[config.mk]
export PLATFORM = sky130hd
export DESIGN_NAME = instruction_fetch_stage
export DESIGN_NICKNAME = d
export VERILOG_FILES = /design/src/rtl/instruction_fetch_stage.sv
export SDC_FILE = /design/constraint.sdc
export NUM_CORES = 1
export LEC_CHECK = 0
export ABC_CLOCK_PERIOD_IN_PS = 18000
export CAP_MARGIN = 20
export CORE_ASPECT_RATIO = 0.9
export CORE_MARGIN = 2
export CORE_UTILIZATION = 40
export CTS_CLUSTER_DIAMETER = 120
export DETAILED_ROUTE_END_ITERATION = 12
export SYNTH_ARGS = -nofsm -noshare
export SYNTH_HDL_FRONTEND = slang
export SYNTH_SLANG_ARGS = --single-unit
[constraint.sdc]
create_clock -name Clk -period 18 [get_ports Clk]
set_input_delay 3.6 -clock Clk [delete_from_list [all_inputs] [get_ports Clk]]
set_output_delay 3.6 -clock Clk [all_outputs]
set_load 0.005 [all_outputs]
[src/rtl/instruction_fetch_stage.sv]
// -----------------------------------------------------------------------------
// instruction_fetch_stage
//
// IF stage of a 5-stage MIPS32 pipeline; its registered outputs feed IF_ID.
// Owns the PC, issues fetches on a req/ready instruction-memory port and
// presents one instruction per cycle when memory answers with zero wait.
// Handles hazard-unit stalls and branch/jump redirects.
//
// Optional feature macro: IF_MISALIGN_TRAP_EN
//   defined   : a redirect whose target has non-zero low bits traps to
//               EXC_VECTOR and raises Fetch_Exception_IF for one cycle with
//               PC_Plus_4_IF carrying the faulting target (EPC capture).
//   undefined : target low bits are forced to 00, Fetch_Exception_IF is 0.
//
// Ports
//   Clk                 in   pipeline clock, rising edge
//   Reset               in   asynchronous, active-high reset
//   Stall_IF            in   hold IF outputs, accept no new instruction
//   Redirect            in   branch/jump taken (1-cycle pulse)
//   Redirect_Target     in   new PC, sampled when Redirect=1
//   Imem_Req            out  fetch request (only in REQ)
//   Imem_Addr           out  fetch address (= PC, combinational)
//   Imem_Ready          in   transfer completes when Imem_Req & Imem_Ready
//   Imem_Rdata          in   instruction, valid in the transfer cycle
//   Instruction_IF      out  fetched instruction (NOP_INSTR when not valid)
//   PC_Plus_4_IF        out  address of fetched instruction + 4
//   Valid_IF            out  Instruction_IF is a real, right-path instruction
//   Fetch_Exception_IF  out  misaligned-fetch flag
//   Fsm_State_Dbg       out  current FSM state (0 IDLE, 1 REQ, 2 HOLD)
//
// Handshake: a memory transfer happens in exactly the cycle where
// Imem_Req=1 and Imem_Ready=1; while Imem_Req=1 and Imem_Ready=0 the
// address is held stable. The IF_ID consumer takes the outputs in any cycle
// where Stall_IF=0.
// -----------------------------------------------------------------------------
module instruction_fetch_stage #(
  parameter logic [31:0] RESET_PC   = 32'h0000_0000,
  parameter logic [31:0] NOP_INSTR  = 32'h0000_0000,
  parameter logic [31:0] EXC_VECTOR = 32'h0000_0180
) (
  input  logic        Clk,
  input  logic        Reset,
  input  logic        Stall_IF,
  input  logic        Redirect,
  input  logic [31:0] Redirect_Target,
  output logic        Imem_Req,
  output logic [31:0] Imem_Addr,
  input  logic        Imem_Ready,
  input  logic [31:0] Imem_Rdata,
  output logic [31:0] Instruction_IF,
  output logic [31:0] PC_Plus_4_IF,
  output logic        Valid_IF,
  output logic        Fetch_Exception_IF,
  output logic [1:0]  Fsm_State_Dbg
);

  typedef enum logic [1:0] {
    S_IDLE = 2'd0,
    S_REQ  = 2'd1,
    S_HOLD = 2'd2
  } state_t;

  state_t      state_q, state_d;
  logic [31:0] pc_q, pc_d;
  logic        pend_q, pend_d;          // redirect arrived while a fetch was waiting
  logic [31:0] pend_tgt_q, pend_tgt_d;
  logic [31:0] hold_instr_q, hold_instr_d;
  logic [31:0] hold_pc4_q, hold_pc4_d;
  logic [31:0] instr_q, instr_d;
  logic [31:0] pc4_q, pc4_d;
  logic        valid_q, valid_d;

  logic        xfer;
  logic [31:0] pc_plus_4;
  logic [31:0] redirect_pc;

`ifdef IF_MISALIGN_TRAP_EN
  logic        exc_q, exc_d;
  logic        trap;

  assign trap        = Redirect && (Redirect_Target[1:0] != 2'b00);
  assign redirect_pc = trap ? EXC_VECTOR : Redirect_Target;
`else
  logic        unused_cfg;

  // Low target bits are meaningless without the trap; EXC_VECTOR is only
  // consumed by the trap path.
  assign redirect_pc = {Redirect_Target[31:2], 2'b00};
  assign unused_cfg  = ^{EXC_VECTOR, Redirect_Target[1:0]};
`endif

  assign xfer      = (state_q == S_REQ) && Imem_Ready;
  assign pc_plus_4 = pc_q + 32'd4;   // wraps modulo 2^32

  always_comb begin
    state_d      = state_q;
    pc_d         = pc_q;
    pend_d       = pend_q;
    pend_tgt_d   = pend_tgt_q;
    hold_instr_d = hold_instr_q;
    hold_pc4_d   = hold_pc4_q;
    instr_d      = instr_q;
    pc4_d        = pc4_q;
    valid_d      = valid_q;
`ifdef IF_MISALIGN_TRAP_EN
    exc_d        = 1'b0;
`endif

    case (state_q)
      S_IDLE: begin
        state_d = S_REQ;
        if (Redirect) pc_d = redirect_pc;
      end

      S_REQ: begin
        if (Redirect) begin
          if (xfer) begin
            // Data in this cycle is wrong-path; jump straight away.
            pc_d   = redirect_pc;
            pend_d = 1'b0;
          end else begin
            // Address must stay stable while the fetch waits, so the new
            // target (trap vector included) is parked until the transfer.
            // A newer redirect simply overwrites the parked target.
            pend_d     = 1'b1;
            pend_tgt_d = redirect_pc;
          end
        end else if (pend_q) begin
          if (xfer) begin
            pc_d   = pend_tgt_q;
            pend_d = 1'b0;
          end
          if (!Stall_IF) begin
            instr_d = NOP_INSTR;
            valid_d = 1'b0;
          end
        end else if (xfer) begin
          if (Stall_IF) begin
            // Consumer cannot take it: park the word and stop fetching.
            hold_instr_d = Imem_Rdata;
            hold_pc4_d   = pc_plus_4;
            state_d      = S_HOLD;
          end else begin
            instr_d = Imem_Rdata;
            pc4_d   = pc_plus_4;
            valid_d = 1'b1;
            pc_d    = pc_plus_4;
          end
        end else if (!Stall_IF) begin
          instr_d = NOP_INSTR;
          valid_d = 1'b0;
        end
      end

      S_HOLD: begin
        if (Redirect) begin
          pc_d    = redirect_pc;
          state_d = S_REQ;
        end else if (!Stall_IF) begin
          instr_d = hold_instr_q;
          pc4_d   = hold_pc4_q;
          valid_d = 1'b1;
          pc_d    = pc_plus_4;
          state_d = S_REQ;
        end
      end

      default: state_d = S_IDLE;
    endcase

    // Anything in flight on a redirect is wrong-path: bubble, even if stalled.
    if (Redirect) begin
      instr_d = NOP_INSTR;
      valid_d = 1'b0;
    end

`ifdef IF_MISALIGN_TRAP_EN
    if (trap) begin
      exc_d  = 1'b1;
      pc4_d  = Redirect_Target;   // EPC: the faulting target itself
    end
`endif
  end

  always_ff @(posedge Clk or posedge Reset) begin
    if (Reset) begin
      state_q      <= S_IDLE;
      pc_q         <= RESET_PC;
      pend_q       <= 1'b0;
      pend_tgt_q   <= 32'h0;
      hold_instr_q <= 32'h0;
      hold_pc4_q   <= 32'h0;
      instr_q      <= NOP_INSTR;
      pc4_q        <= 32'h0;
      valid_q      <= 1'b0;
`ifdef IF_MISALIGN_TRAP_EN
      exc_q        <= 1'b0;
`endif
    end else begin
      state_q      <= state_d;
      pc_q         <= pc_d;
      pend_q       <= pend_d;
      pend_tgt_q   <= pend_tgt_d;
      hold_instr_q <= hold_instr_d;
      hold_pc4_q   <= hold_pc4_d;
      instr_q      <= instr_d;
      pc4_q        <= pc4_d;
      valid_q      <= valid_d;
`ifdef IF_MISALIGN_TRAP_EN
      exc_q        <= exc_d;
`endif
    end
  end

  assign Imem_Req       = (state_q == S_REQ);
  assign Imem_Addr      = pc_q;
  assign Instruction_IF = instr_q;
  assign PC_Plus_4_IF   = pc4_q;
  assign Valid_IF       = valid_q;
  assign Fsm_State_Dbg  = state_q;
`ifdef IF_MISALIGN_TRAP_EN
  assign Fetch_Exception_IF = exc_q;
`else
  assign Fetch_Exception_IF = 1'b0;
`endif

endmodule

# Word level (Yosys, flattened, before mapping)
# Index checks and enable logic that the tools add are counted.
dict set report op_classes {
  n_eq_ne 12
  n_addsub 1
  n_bitwise 3
  n_reduce_logical 11
  mux 39
}
# cell count
set op_table {}
lappend op_table {{$mux 32} 20}
lappend op_table {{$pmux 32 s2} 2}
lappend op_table {{$pmux 32 s3} 1}
lappend op_table {{$add 32x3->32 const B} 1}
lappend op_table {{$ne 2x2->1 const B} 7}
lappend op_table {{$mux 2} 6}
lappend op_table {{$reduce_and 5->1} 2}
lappend op_table {{$reduce_and 3->1} 3}
lappend op_table {{$mux 1} 8}
lappend op_table {{$reduce_and 7->1} 1}
lappend op_table {{$pmux 2 s3} 1}
lappend op_table {{$reduce_bool 3->1} 2}
lappend op_table {{$ne 5x5->1 const B} 1}
lappend op_table {{$ne 3x3->1 const B} 1}
lappend op_table {{$not 1->1} 3}
lappend op_table {{$eq 2x1->1 const B} 1}
lappend op_table {{$eq 2x2->1 const B} 1}
lappend op_table {{$logic_not 2->1} 1}
lappend op_table {{$ne 2x1->1 const B} 1}
lappend op_table {{$pmux 1 s2} 1}
lappend op_table {{$reduce_bool 2->1} 1}
lappend op_table {{$logic_and 1x1->1} 1}
dict set report word_totals {
  register_bits 194
  elab_cells 75
  input_bits 69
}

# Longest topological paths before layout
# Gate-level depths: netlist of the first run.
dict set report depth {
  ltp_word 6
  depth_mapped 10
}

# Worst setup path before layout of the first run
# Ideal clock, no wire load.
dict set report synth_path {
  path_kind {input to register}
  from {input Redirect}
  to {register pc_q[21], in the netlist Imem_Addr[21]}
  stages 8
  arrival_ns 5.050
  setup_slack_ns 12.884
  path_cell_list {buf_2 > nor2b_1 > or3_1 > clkbuf_1 > nor3_2 > o21ai_1 > o21ai_0 > a221o_1}
}
dict set report synth_between {
  elab_chain_len 2
}
# element line
set synth_rtl {}
lappend synth_rtl {{from (decl)} 44} ;# input logic Redirect,
lappend synth_rtl {{$mux 32 (tied with other cells)} 156} ;# if (Redirect) begin
lappend synth_rtl {{$pmux 32 s3 or $reduce_and 3->1 (tied branches)} --}
lappend synth_rtl {{to (signal assigned)} 201} ;# pc_q <= pc_d;
lappend synth_rtl {{to (decl)} 64} ;# logic [31:0] pc_q, pc_d;
# Several ways; a longest one is shown, not always the timed one.
# A chain may end at the register's enable or synchronous reset.

# Worst setup path in the final report of the first run
dict set report layout_path {
  from {input Redirect}
  to {register pc_q[29], in the netlist Imem_Addr[29]}
}
# The elaborated chain is that of the path after synthesis.

==> results.md, run 1 <==
* Layout Skew at approximately 0.017 ns
* Crit-path leading delay family: simple AND/OR/NAND/NOR gates
* RSZ-0062 raised after global routing: false
* Die Y at between 150 and 200 um
* FFs w/ async S/R, synth at 1.00
* Share of layout cells above drive strength 1 at 0.0997
* Crit Path Max Fanout at 55
* Final WS setup at roughly 12 ns
* Final WL at roughly 30000 um
* Final worst path period need at a little under 6 ns
* Post-cts resize count at 0
* Critical path cell sequence: buf_2 > buf_4 > nor2b_1 > nor3_4 > nand3_1 > a21oi_1 > nand4b_1 > nand3_1
* Post-DP HPWL at roughly 20000 um
* Slew @ Worst Pin at 1.07 ns
* Dpl cell area at 11900 sq um
* Max Cap Violations at 0
* HP Class: flip-flop to flip-flop
* Fmax at roughly 170 MHz
* Final hold vios at 0
* Slowest-stage cell, CP: nor3_4
* Setup tns final at 0 ns
* Status: completed
* Sink Count at about 190
* Critical setup path kind: primary input to flip-flop
* Cell Area, Synth at just over 10000 sq um
* Initial Util at 0.407
* CP dominant cell by count: nand3_1
* Drc violations at 0
* Register area share after synthesis at 0.462
* Initial antenna violation count at 0
* Crit path DAT at between 6 and 7 ns
* Period utilization at 0.323
* Number of flops mapped to enable cells by yosys at 0
* Antenna diodes at 0
* Multi-input gate area at ~5000 sq um
* FP Rows at 55
* TritonCTS buffer count at 17
* Worst vdd ir at approximately 82 uV
* CP Data Required Time at approximately 18 ns
* Via Count at between 8000 and 9000
* Synth cell types at 73
* Clk buf depth at 2
* Starting DRT DRC Count at ~760
* WL/cell at roughly 19 um
* Die W at roughly 170 um
* Synth Register Bits at ~190
* Die ar. at 26800 sq um
* Post-CTS Setup Bufs at 0
* Power Density at 166 nW/um^2
* First-pass DRT Iterations at 5
* Clk slew on worst S/H paths at 0.07 ns
* Final #Nets at 1315
* Crit path buf inv count at 2
* Primary FF master, synth: dfrtp_1
* Setup-failing EPs final at 0
* Antenna viol nets, final at 0
* Leak at 5.21 nW
* Total global routing overflow at 0
* GRT Total Usage at 0.227
* Sequential Area at ~4700 sq um
* Synth Warn # at 0
* Syn Inst Count at 1134
* CP Launch Type: primary input
* Core area at approximately 25000 sq um
* Number of H-tree levels at 4
* Port Buffer Count at about 160
* TritonCTS clock tree: done
* Clk root buf: clkbuf_16
* Mean Syn Cell Area at roughly 9 sq um
* Slowest stage delay, CP at about 0.73 ns
* Area grow syn2layout at 22.5%
* Pre-CTS setup slack at about 12 ns
* RD Place Congestion at ~0.9
* Pin count of the biggest net entering global routing at 119
* Slew Limit Fails at 0
* Design area at 12500 sq um
* Clk_lat worst skew at between 0.4 and 0.5 ns
* Rel. slew slack at 0.279
* First-pass GRT wire length at 47100 um
* Vias in the first global route at between 8000 and 9000
* Ports at 170
* Via/cell ratio at between 5 and 6
* Worst setup EP type: flip-flop
* Hold_buf cts at 0
* Fill cells at around 2500
-- cells in the mapped netlist, types with 3 or more instances --
cell / number / area [sq um]
or2_2: 3 / 18.8
a21oi_1: 77 / 385
o31ai_1: 5 / 37.5
ha_1: 5 / 62.6
nand4b_1: 3 / 26.3
a221oi_1: 8 / 70.1
nor4b_1: 3 / 26.3
nor3_1: 10 / 50.1
nand3b_1: 4 / 30.0
a221o_1: 3 / 30.0
or3_1: 3 / 18.8
nor2b_1: 6 / 37.5
clkbuf_2: 5 / 25.0
dfrtp_1: 188 / 4700
o221ai_1: 5 / 43.8
nand4_1: 8 / 50.1
a211oi_1: 3 / 22.5
a31oi_1: 3 / 18.8
and3_1: 33 / 206
a22oi_1: 6 / 45.0
and2_1: 5 / 31.3
nand3_1: 24 / 120
a2111oi_0: 3 / 26.3
buf_4: 5 / 37.5
o21ai_1: 3 / 15.0
a22o_1: 3 / 26.3
nand2_1: 233 / 875
nor4_1: 4 / 25.0
clkbuf_1: 44 / 165
inv_1: 9 / 33.8
xor2_1: 13 / 114
o22ai_1: 8 / 50.1
mux2i_1: 24 / 240
clkbuf_8: 9 / 124
buf_1: 6 / 22.5
xnor2_1: 26 / 228
o21a_1: 4 / 30.0
buf_2: 20 / 100
mux2_2: 57 / 642
o21ai_0: 130 / 651
nor2_1: 82 / 308
-- logic make-up (layout without fill, tap and decap cells) --
kind of cell / count (synthesis) / after routing / synth area share
other cells: 1 / 5 / 0.000368
simple gates: 434 / 434 / 0.195
fa+ha+maj: 5 / 5 / 0.00614
flops: 188 / 188 / 0.462
mux: 81 / 81 / 0.0866
buf+inv: 102 / 218 / 0.0532
compound gates: 284 / 284 / 0.163
xor+xnor: 39 / 39 / 0.0335
-- worst min-delay path, cell delays in order, from the launching register on --
cell	delay [ns]
dfrtp_1	0.35
nand2_1	0.05
nand2_1	0.05
-- through the flow --
step	hold WS, ns	util	instances	power, mW
after global routing	0.503	0.498	1596	2.23
after global placement	0.457	0.474	1564	1.67
after CTS	0.481	0.498	1596	2.08
after floorplan	0.445	-	1138	1.33
after detailed placement	0.462	0.474	1564	1.69
final	0.477	0.498	1596	2.07
-- layout make-up --
cell class,count,share of cell area
sequential,188,0.377
inverter,10,0.00361
multi-input combinational,848,0.399
clock inverter,15,0.0139
tap,342,0.0343
clock buffer,17,0.0341
timing repair buffer,176,0.138
-- report_power, final --
group | internal (mW) | switching (mW)
clock | 0.188 | 0.195
sequential | 0.606 | 0.172
combinational | 0.426 | 0.489
-- sequential cells by signal, indices dropped and copies added, names as in the netlist --
name / cells
hold_pc4_q: 30
hold_instr_q: 32
PC_Plus_4_IF: 30
Imem_Addr: 30
Fsm_State_Dbg: 2
pend_q: 1
Valid_IF: 1
Instruction_IF: 32
pend_tgt_q: 30
-- worst paths after layout --
check	to	startpoint	slack, ns	cells past startpoint
max in group asynchronous	pend_tgt_q[19]	Reset	12.84	3
min	hold_pc4_q[26]	hold_pc4_q[26]	0.48	2
max reg2reg	Imem_Addr[19]	Fsm_State_Dbg[0]	14.44	8
max	Imem_Addr[29]	Redirect	12.18	8
min in group asynchronous	hold_instr_q[2]	Reset	3.71	2
min reg2reg	hold_pc4_q[26]	hold_pc4_q[26]	0.48	2
-- routing by layer --
layer  vias up  global-route usage  part of all wire
met5         -                   0                 0
met1      4328               0.346              0.49
li1       4157                   -                 -
met3        25              0.0371             0.058
met2       286               0.335              0.44
met4         0              0.0592             0.014
-- cell usage in the layout, fill, tap and decap left out, types with 8 or more instances in the layout --
| cell type | count |
|---|---|
| nand2_1 | 233 |
| nor2_1 | 82 |
| a21oi_1 | 77 |
| and3_1 | 33 |
| dfrtp_1 | 188 |
| inv_1 | 8 |
| nor3_1 | 10 |
| nand3_1 | 24 |
| nand4_1 | 8 |
| xor2_1 | 13 |
| o22ai_1 | 8 |
| clkdlybuf4s50_1 | 160 |
| mux2_2 | 57 |
| clkbuf_16 | 17 |
| o21ai_0 | 130 |
| xnor2_1 | 26 |
| a221oi_1 | 8 |
| mux2i_1 | 24 |
| buf_4 | 14 |
No activity file was read; power rests on OpenSTA's default activity.
==> run 2, diff against run 1 <==
--- a/config.mk
+++ b/config.mk
@@ -5,13 +5,14 @@
 export SDC_FILE = /design/constraint.sdc
 export NUM_CORES = 1
 export LEC_CHECK = 0
-export ABC_CLOCK_PERIOD_IN_PS = 18000
+export ABC_CLOCK_PERIOD_IN_PS = 4900
 export CAP_MARGIN = 20
 export CORE_ASPECT_RATIO = 0.9
 export CORE_MARGIN = 2
 export CORE_UTILIZATION = 40
 export CTS_CLUSTER_DIAMETER = 120
 export DETAILED_ROUTE_END_ITERATION = 12
+export PLACE_DENSITY = 0.65
 export SYNTH_ARGS = -nofsm -noshare
 export SYNTH_HDL_FRONTEND = slang
 export SYNTH_SLANG_ARGS = --single-unit
==> constraint.sdc (replaced) <==
create_clock -name Clk -period 4.9 [get_ports Clk]
set_input_delay 0.98 -clock Clk [delete_from_list [all_inputs] [get_ports Clk]]
set_output_delay 0.98 -clock Clk [all_outputs]
set_load 0.005 [all_outputs]
==> run 2 against run 1 <==
Via count increased by 0.43%. First-iteration DRC count rose by 29%. Global-route usage is 0.16 points lower. Routed wire length decreased by 0.39%. Sequential cell count stayed put. Die area unchanged. Sequential share of layout area shrank 0.20 points. Final cell count increased by 0.50%. Hold slack got worse by 0.0014 ns. Largest power group unchanged. Clock skew up 0.00065 ns. Critical path type is now flip-flop to flip-flop. Non-clock buffer count rose by 8.
==> results.md, run 2 (synthesis gave the netlist of run 1 again) <==
* Status: completed
* WL/cell at 18.5 um (-0.89%)
* Reg-to-reg critical path endpoint: Instruction_IF[4]
* Hold path depth at 2 (unchanged)
* Setup tns final at 0 ns (unchanged)
* Layout Skew at 0.0174 ns (+0.000650 ns)
* Rel. slew slack at 0.340 (+0.0606)
* Crit path DAT at 3.62 ns (-2.57 ns)
* Clk root buf: clkbuf_16
* Power Density at 608 nW/um^2 (+270%)
* Worst vdd ir at 289 uV (+250%)
* Max Cap Violations at 0 (unchanged)
* Share of layout cells above drive strength 1 at 0.105 (+0.00571)
* Hold Startpoint: hold_pc4_q[16]
* Register-to-register setup slack at 1.57 ns (-12.87 ns)
* Via Count at 8834 (+0.43%)
* Via/cell ratio at 5.51 (about the same)
* Final #Nets at 1323 (+0.61%)
* R2r worst-path depth at 8 (unchanged)
* Period utilization at 0.679
* Clk_lat worst skew at 0.44 ns (about the same)
* Reg-to-reg critical path startpoint: Fsm_State_Dbg[1]
* Worst setup EP type: flip-flop
* Hold_ws at 0.476 ns (-0.00137 ns)
* RSZ-0062 raised after global routing: false
* First-pass GRT wire length at 47000 um (-0.18%)
* Commonest non-fill, non-tap cell in the layout: nand2_1
* Crit Path Max Fanout at 17 (-69%)
* GRT Total Usage at 0.226 (-0.00157)
* Clk slew on worst S/H paths at 0.08 ns (about the same)
* Hold Path Sink: hold_pc4_q[16]
* Core area at 25000 sq um (unchanged)
* Leak at 5.25 nW (+0.90%)
* HP Class: flip-flop to flip-flop
* Number of H-tree levels at 4 (unchanged)
* Final WL at 29600 um (-0.39%)
* CP Data Required Time at 5.19 ns (-13.18 ns)
* Die ar. at 26800 sq um (unchanged)
* Commonest cells after routing, fill and taps aside: nand2_1 (233), dfrtp_1 (188), clkdlybuf4s50_1 (160), o21ai_0 (130), nor2_1 (82)
* Fin cells at 1604 (+0.50%)
* Sink Count at 188 (unchanged)
* Sw Share at 0.408 (-0.00378)
* Post-cts resize count at 0 (unchanged)
* Starting DRT DRC Count at 979 (+29%)
* First-pass DRT Iterations at 6 (+1)
* Slew @ Worst Pin at 0.981 ns (-0.0901 ns)
* Slew Limit Fails at 0 (unchanged)
* Pin count of the biggest net entering global routing at 65 (-45%)
* Area grow syn2layout at 23.2%
* Fmax at ~300 MHz
* Drc violations at 0 (unchanged)
* Total global routing overflow at 0 (unchanged)
* Post-DP HPWL at 20300 um (+4.3%)
* Antenna diodes at 0 (unchanged)
* Clk buf depth at 2 (unchanged)
* TritonCTS clock tree: done
* Flop pwr share at 0.375 (about the same)
* Combinational power share at 0.441 (about the same)
* Die W at 172 um (unchanged)
* Sw Pwr at 3.12 mW (+260%)
* CP Launch Type: flip-flop
* Die Y at 155 um (unchanged)
* Vias in the first global route at 8313 (+1.4%)
* Port Buffer Count at 162 (unchanged)
* Setup-failing EPs final at 0 (unchanged)
* Antenna viol nets, final at 0 (unchanged)
* Initial Util at 0.407 (unchanged)
* Placed cells at 1572 (+0.51%)
* Post-CTS Setup Bufs at 0 (unchanged)
* Final hold vios at 0 (unchanged)
* TritonCTS buffer count at 17 (unchanged)
* RD Place Congestion at 0.877 (-1.1%)
* FP Rows at 55 (unchanged)
* Clock group share of total power at 0.184 (about the same)
* Initial antenna violation count at 0 (unchanged)
* Critical setup path kind: flip-flop to flip-flop
* Internal at 4.52 mW (+270%)
* Ports at 170 (unchanged)
* Final worst path period need at between 3 and 4 ns
* Hold_buf cts at 0 (unchanged)
-- run 2: changes by cell type in the layout (fill, tap and decap cells not counted), sizes merged --
cell and delta:
inv -1, clkbuf +2, buf +8, clkinvlp -1
-- run 2: power by group through the flow --
| stage | Clock [mW] | Combinational (mW) | Sequential (mW) |
|---|---|---|---|
| global placement | 0 | 3.28 | 2.85 |
| floorplan | 0 | 2.21 | 2.66 |
| global route | 1.50 | 3.73 | 2.96 |
| finish | 1.41 | 3.36 | 2.86 |
| detailed placement | 0 | 3.34 | 2.88 |
| CTS | 1.43 | 3.36 | 2.86 |
-- run 2: layer usage --
metal / part of all wire / GRT usage / vias to the layer above / routed length, um
met5: 0 / 0 / - / 0
met4: 0.021 / 0.0664 / 0 / 621
met3: 0.071 / 0.0466 / 49 / 2090
met2: 0.44 / 0.327 / 358 / 13000
met1: 0.47 / 0.338 / 4257 / 13900
li1: - / - / 4170 / -
-- run 2: worst max-delay path by stage --
stage	from	end	slack, ns	depth (start not counted)
after floorplan	Reset	Fsm_State_Dbg[0]	1.50	1
after global placement	Imem_Ready	Imem_Addr[21]	1.36	7
after detailed placement	Imem_Ready	Imem_Addr[21]	1.36	7
after CTS	Fsm_State_Dbg[1]	Instruction_IF[4]	1.54	8
after global routing	Fsm_State_Dbg[1]	Instruction_IF[3]	1.28	8
final	Fsm_State_Dbg[1]	Instruction_IF[4]	1.57	8
-- run 2: worst max-delay path: stages, from the launching register on --
cell	delay, ns
dfrtp_1	0.44
inv_1	0.12
ha_1	0.54
nor2b_1	0.37
and2_1	0.56
o21ai_0	0.24
a21o_1	0.39
o211ai_1	0.34
o21ai_0	0.18
-- run 2: through the flow --
stage           util  total power [mW]  worst slack (ns)  area (sq um)
4_1_cts        0.501              7.64              1.54         12500
2_1_floorplan      -              4.87              1.50         10200
3_3_place_gp   0.477              6.13              1.36         11900
3_5_place_dp   0.477              6.22              1.36         11900
6_report       0.501              7.63              1.57         12500
5_1_grt        0.501              8.19              1.28         12500
-- run 2: cell type report --
type	count	area (sq um)
Inverter	10	41.3
Tap cell	342	428
Multi-Input combinational cell	848	4980
Clock inverter	13	145
Fill cell	2415	12500
Sequential cell	188	4700
Timing Repair Buffer	184	1790
Clock buffer	19	453
==> run 3, diff against run 2 <==
--- a/config.mk
+++ b/config.mk
@@ -5,7 +5,7 @@
 export SDC_FILE = /design/constraint.sdc
 export NUM_CORES = 1
 export LEC_CHECK = 0
-export ABC_CLOCK_PERIOD_IN_PS = 4900
+export ABC_CLOCK_PERIOD_IN_PS = 2760
 export CAP_MARGIN = 20
 export CORE_ASPECT_RATIO = 0.9
 export CORE_MARGIN = 2
==> constraint.sdc (replaced) <==
create_clock -name Clk -period 2.76 [get_ports Clk]
set_input_delay 0.552 -clock Clk [delete_from_list [all_inputs] [get_ports Clk]]
set_output_delay 0.552 -clock Clk [all_outputs]
set_load 0.005 [all_outputs]
==> run 3 against run 2 <==
Sequential share of layout area decreased by 1.2 points. Die area unchanged. Sequential power increased by 72%. Routed wire length increased by 1.8%. Clock power increased by 82%. First-iteration DRC count decreased by 10%. Combinational power increased by 98%. Final area increased by 3.2%. Clock-buffer cell count decreased by 2. Global-route usage increased by 0.61 points. Final cell count increased by 2.5%. Critical endpoint is now Imem_Addr[7].
==> results.md, run 3 (synthesis gave the netlist of run 1 again) <==
* TritonCTS buffer count at 17 (unchanged)
* Commonest non-fill, non-tap cell in the layout: nand2_1
* Fmax at 388 MHz (+29%)
* First-pass DRT Iterations at 6 (unchanged)
* Core area at 25000 sq um (unchanged)
* Status: completed
* R2r worst-path depth at 7 (-1)
* Final #Nets at 1363 (+3.0%)
* Initial Util at 0.407 (unchanged)
* Via/cell ratio at 5.42 (-1.6%)
* Post-CTS Setup Bufs at 0 (unchanged)
* Multi-input gate area at 4980 sq um (unchanged)
* Reg-to-reg critical path startpoint: Fsm_State_Dbg[1]
* Total global routing overflow at 0 (unchanged)
* Reg-to-reg critical path endpoint: Imem_Addr[7]
* Final WL at 30100 um (+1.8%)
* Via Count at 8911 (+0.87%)
* GRT Total Usage at 0.232 (+0.00613)
* CP Data Required Time at 3.13 ns (-2.06 ns)
* Drc violations at 0 (unchanged)
* Leak at 5.49 nW (+4.5%)
* Fill cells at 2327 (-3.6%)
* Port Buffer Count at 162 (unchanged)
* Clk_lat worst skew at 0.43 ns (about the same)
* Clk buf depth at 2 (unchanged)
* Post-cts resize count at 0 (unchanged)
* Sw Share at 0.403 (-0.00558)
* Post-layout utilization of the core at 0.517 (+0.0162)
* First-pass GRT wire length at 48100 um (+2.5%)
* Clock group share of total power at 0.182 (-0.002)
* Setup-failing EPs final at 0 (unchanged)
* Antenna viol nets, final at 0 (unchanged)
* WL/cell at 18.3 um (-0.66%)
* DR WL met3 at 2230 um (+6.9%)
* Die W at 172 um (unchanged)
* Antenna diodes at 0 (unchanged)
* Final worst path period need at 2.58 ns (-0.747 ns)
* Worst setup EP type: flip-flop
* Register-to-register setup slack at 0.18 ns (-1.39 ns)
* Vias in the first global route at 8485 (+2.1%)
* Clk root buf: clkbuf_16
* Pin count of the biggest net entering global routing at 70 (+7.7%)
* Clk slew on worst S/H paths at 0.08 ns (about the same)
* Routed wl met2 at 13500 um (+3.8%)
* Top routing layer in use: met4
* FP Rows at 55 (unchanged)
* Crit Path Max Fanout at 19 (+2)
* Post-DP HPWL at 20900 um (+2.9%)
* Fin cells at 1644 (+2.5%)
* Area grow syn2layout at 27.2%
* Hold_ws at 0.438 ns (-0.0374 ns)
* RSZ-0062 raised after global routing: false
* Worst vdd ir at 492 uV (+70%)
* HP Class: primary input to async pin
* Number of H-tree levels at 4 (unchanged)
* Design area at 12900 sq um (+3.2%)
* Commonest cells after routing, fill and taps aside: nand2_1 (233), dfrtp_1 (188), clkdlybuf4s50_1 (160), o21ai_0 (130), nor2_1 (82)
* Internal at 8.44 mW (+87%)
* Ports at 170 (unchanged)
* Share of layout cells above drive strength 1 at 0.133 (+0.0275)
* Die Y at 155 um (unchanged)
* Slew @ Worst Pin at 0.970 ns (-0.0107 ns)
* Starting DRT DRC Count at 881 (-10%)
* Layout Skew at 0.0153 ns (-0.00219 ns)
* Flop pwr share at 0.347 (-0.028)
* TritonCTS clock tree: done
* Die ar. at 26800 sq um (unchanged)
* RD Place Congestion at 0.874 (-0.26%)
* Combinational power share at 0.471 (+0.030)
* Sink Count at 188 (unchanged)
* Placed cells at 1612 (+2.5%)
* Dpl cell area at 12300 sq um (+3.2%)
* Sequential Area at 4700 sq um (unchanged)
* Power Density at 1090 nW/um^2 (+79%)
* Slew Limit Fails at 0 (unchanged)
* Rel. slew slack at 0.353 (+0.0132)
* Period utilization at 0.935 (+0.256)
* M1 WL at 14000 um (+0.68%)
* Crit path DAT at 2.95 ns (-0.67 ns)
* Sw Pwr at 5.69 mW (+83%)
* Critical path origin: Fsm_State_Dbg[1]
* Critical setup path kind: flip-flop to flip-flop
* Hold_buf cts at 0 (unchanged)
* CP Launch Type: flip-flop
* Setup tns final at 0 ns (unchanged)
* Initial antenna violation count at 0 (unchanged)
* Final hold vios at 0 (unchanged)
* Max Cap Violations at 0 (unchanged)
-- run 3: changes by cell type in the layout (fill, tap and decap cells not counted), sizes merged --
| cell | previous run | this run |
|---|---|---|
| inv | 15 | 16 |
| clkbuf | 19 | 17 |
| buf | 24 | 64 |
| bufinv | 0 | 1 |
-- run 3: metal layers --
metal	global-route usage	vias up
li1	-	4257
met1	0.357	4275
met2	0.340	348
met3	0.0374	31
met4	0.0536	0
met5	0	-
-- run 3: worst max-delay path: stages, from the launching register on --
cell and delay (ns):
dfrtp_1 0.46, inv_1 0.13, ha_1 0.24, buf_4 0.22
and2_1 0.79, o21ai_0 0.24, o21ai_0 0.28, o21a_1 0.16
-- run 3: metrics by stage --
stage                     power [mW]  setup slack (ns)
after floorplan                 8.65            -0.212
after global placement          11.4             0.242
after detailed placement        11.5             0.204
after CTS                       14.2             0.214
after global routing            15.1            0.0606
final                           14.1             0.179
-- run 3: final cells by class --
type / count / area share
Clock buffer: 17 / 0.0329
Multi-Input combinational cell: 848 / 0.385
Timing Repair Buffer: 224 / 0.168
Tap cell: 342 / 0.0330
Sequential cell: 188 / 0.363
Inverter: 10 / 0.00319
Clock inverter: 15 / 0.0147
-- run 3: power groups by stage --
stage	logic [mW]	registers, mW	clock network (mW)
after floorplan	3.93	4.72	0
after global placement	6.49	4.89	0
after detailed placement	6.60	4.94	0
after CTS	6.64	4.89	2.62
after global routing	7.32	5.07	2.75
final	6.66	4.91	2.57
-- run 3: worst max path at each step --
stage	slack [ns]	endpoint
global placement	0.24	Imem_Addr[19]
CTS	0.21	Imem_Addr[7]
global route	0.06	PC_Plus_4_IF[29]
finish	0.18	Imem_Addr[7]
detailed placement	0.20	Imem_Addr[19]
floorplan	-0.21	Fsm_State_Dbg[0]
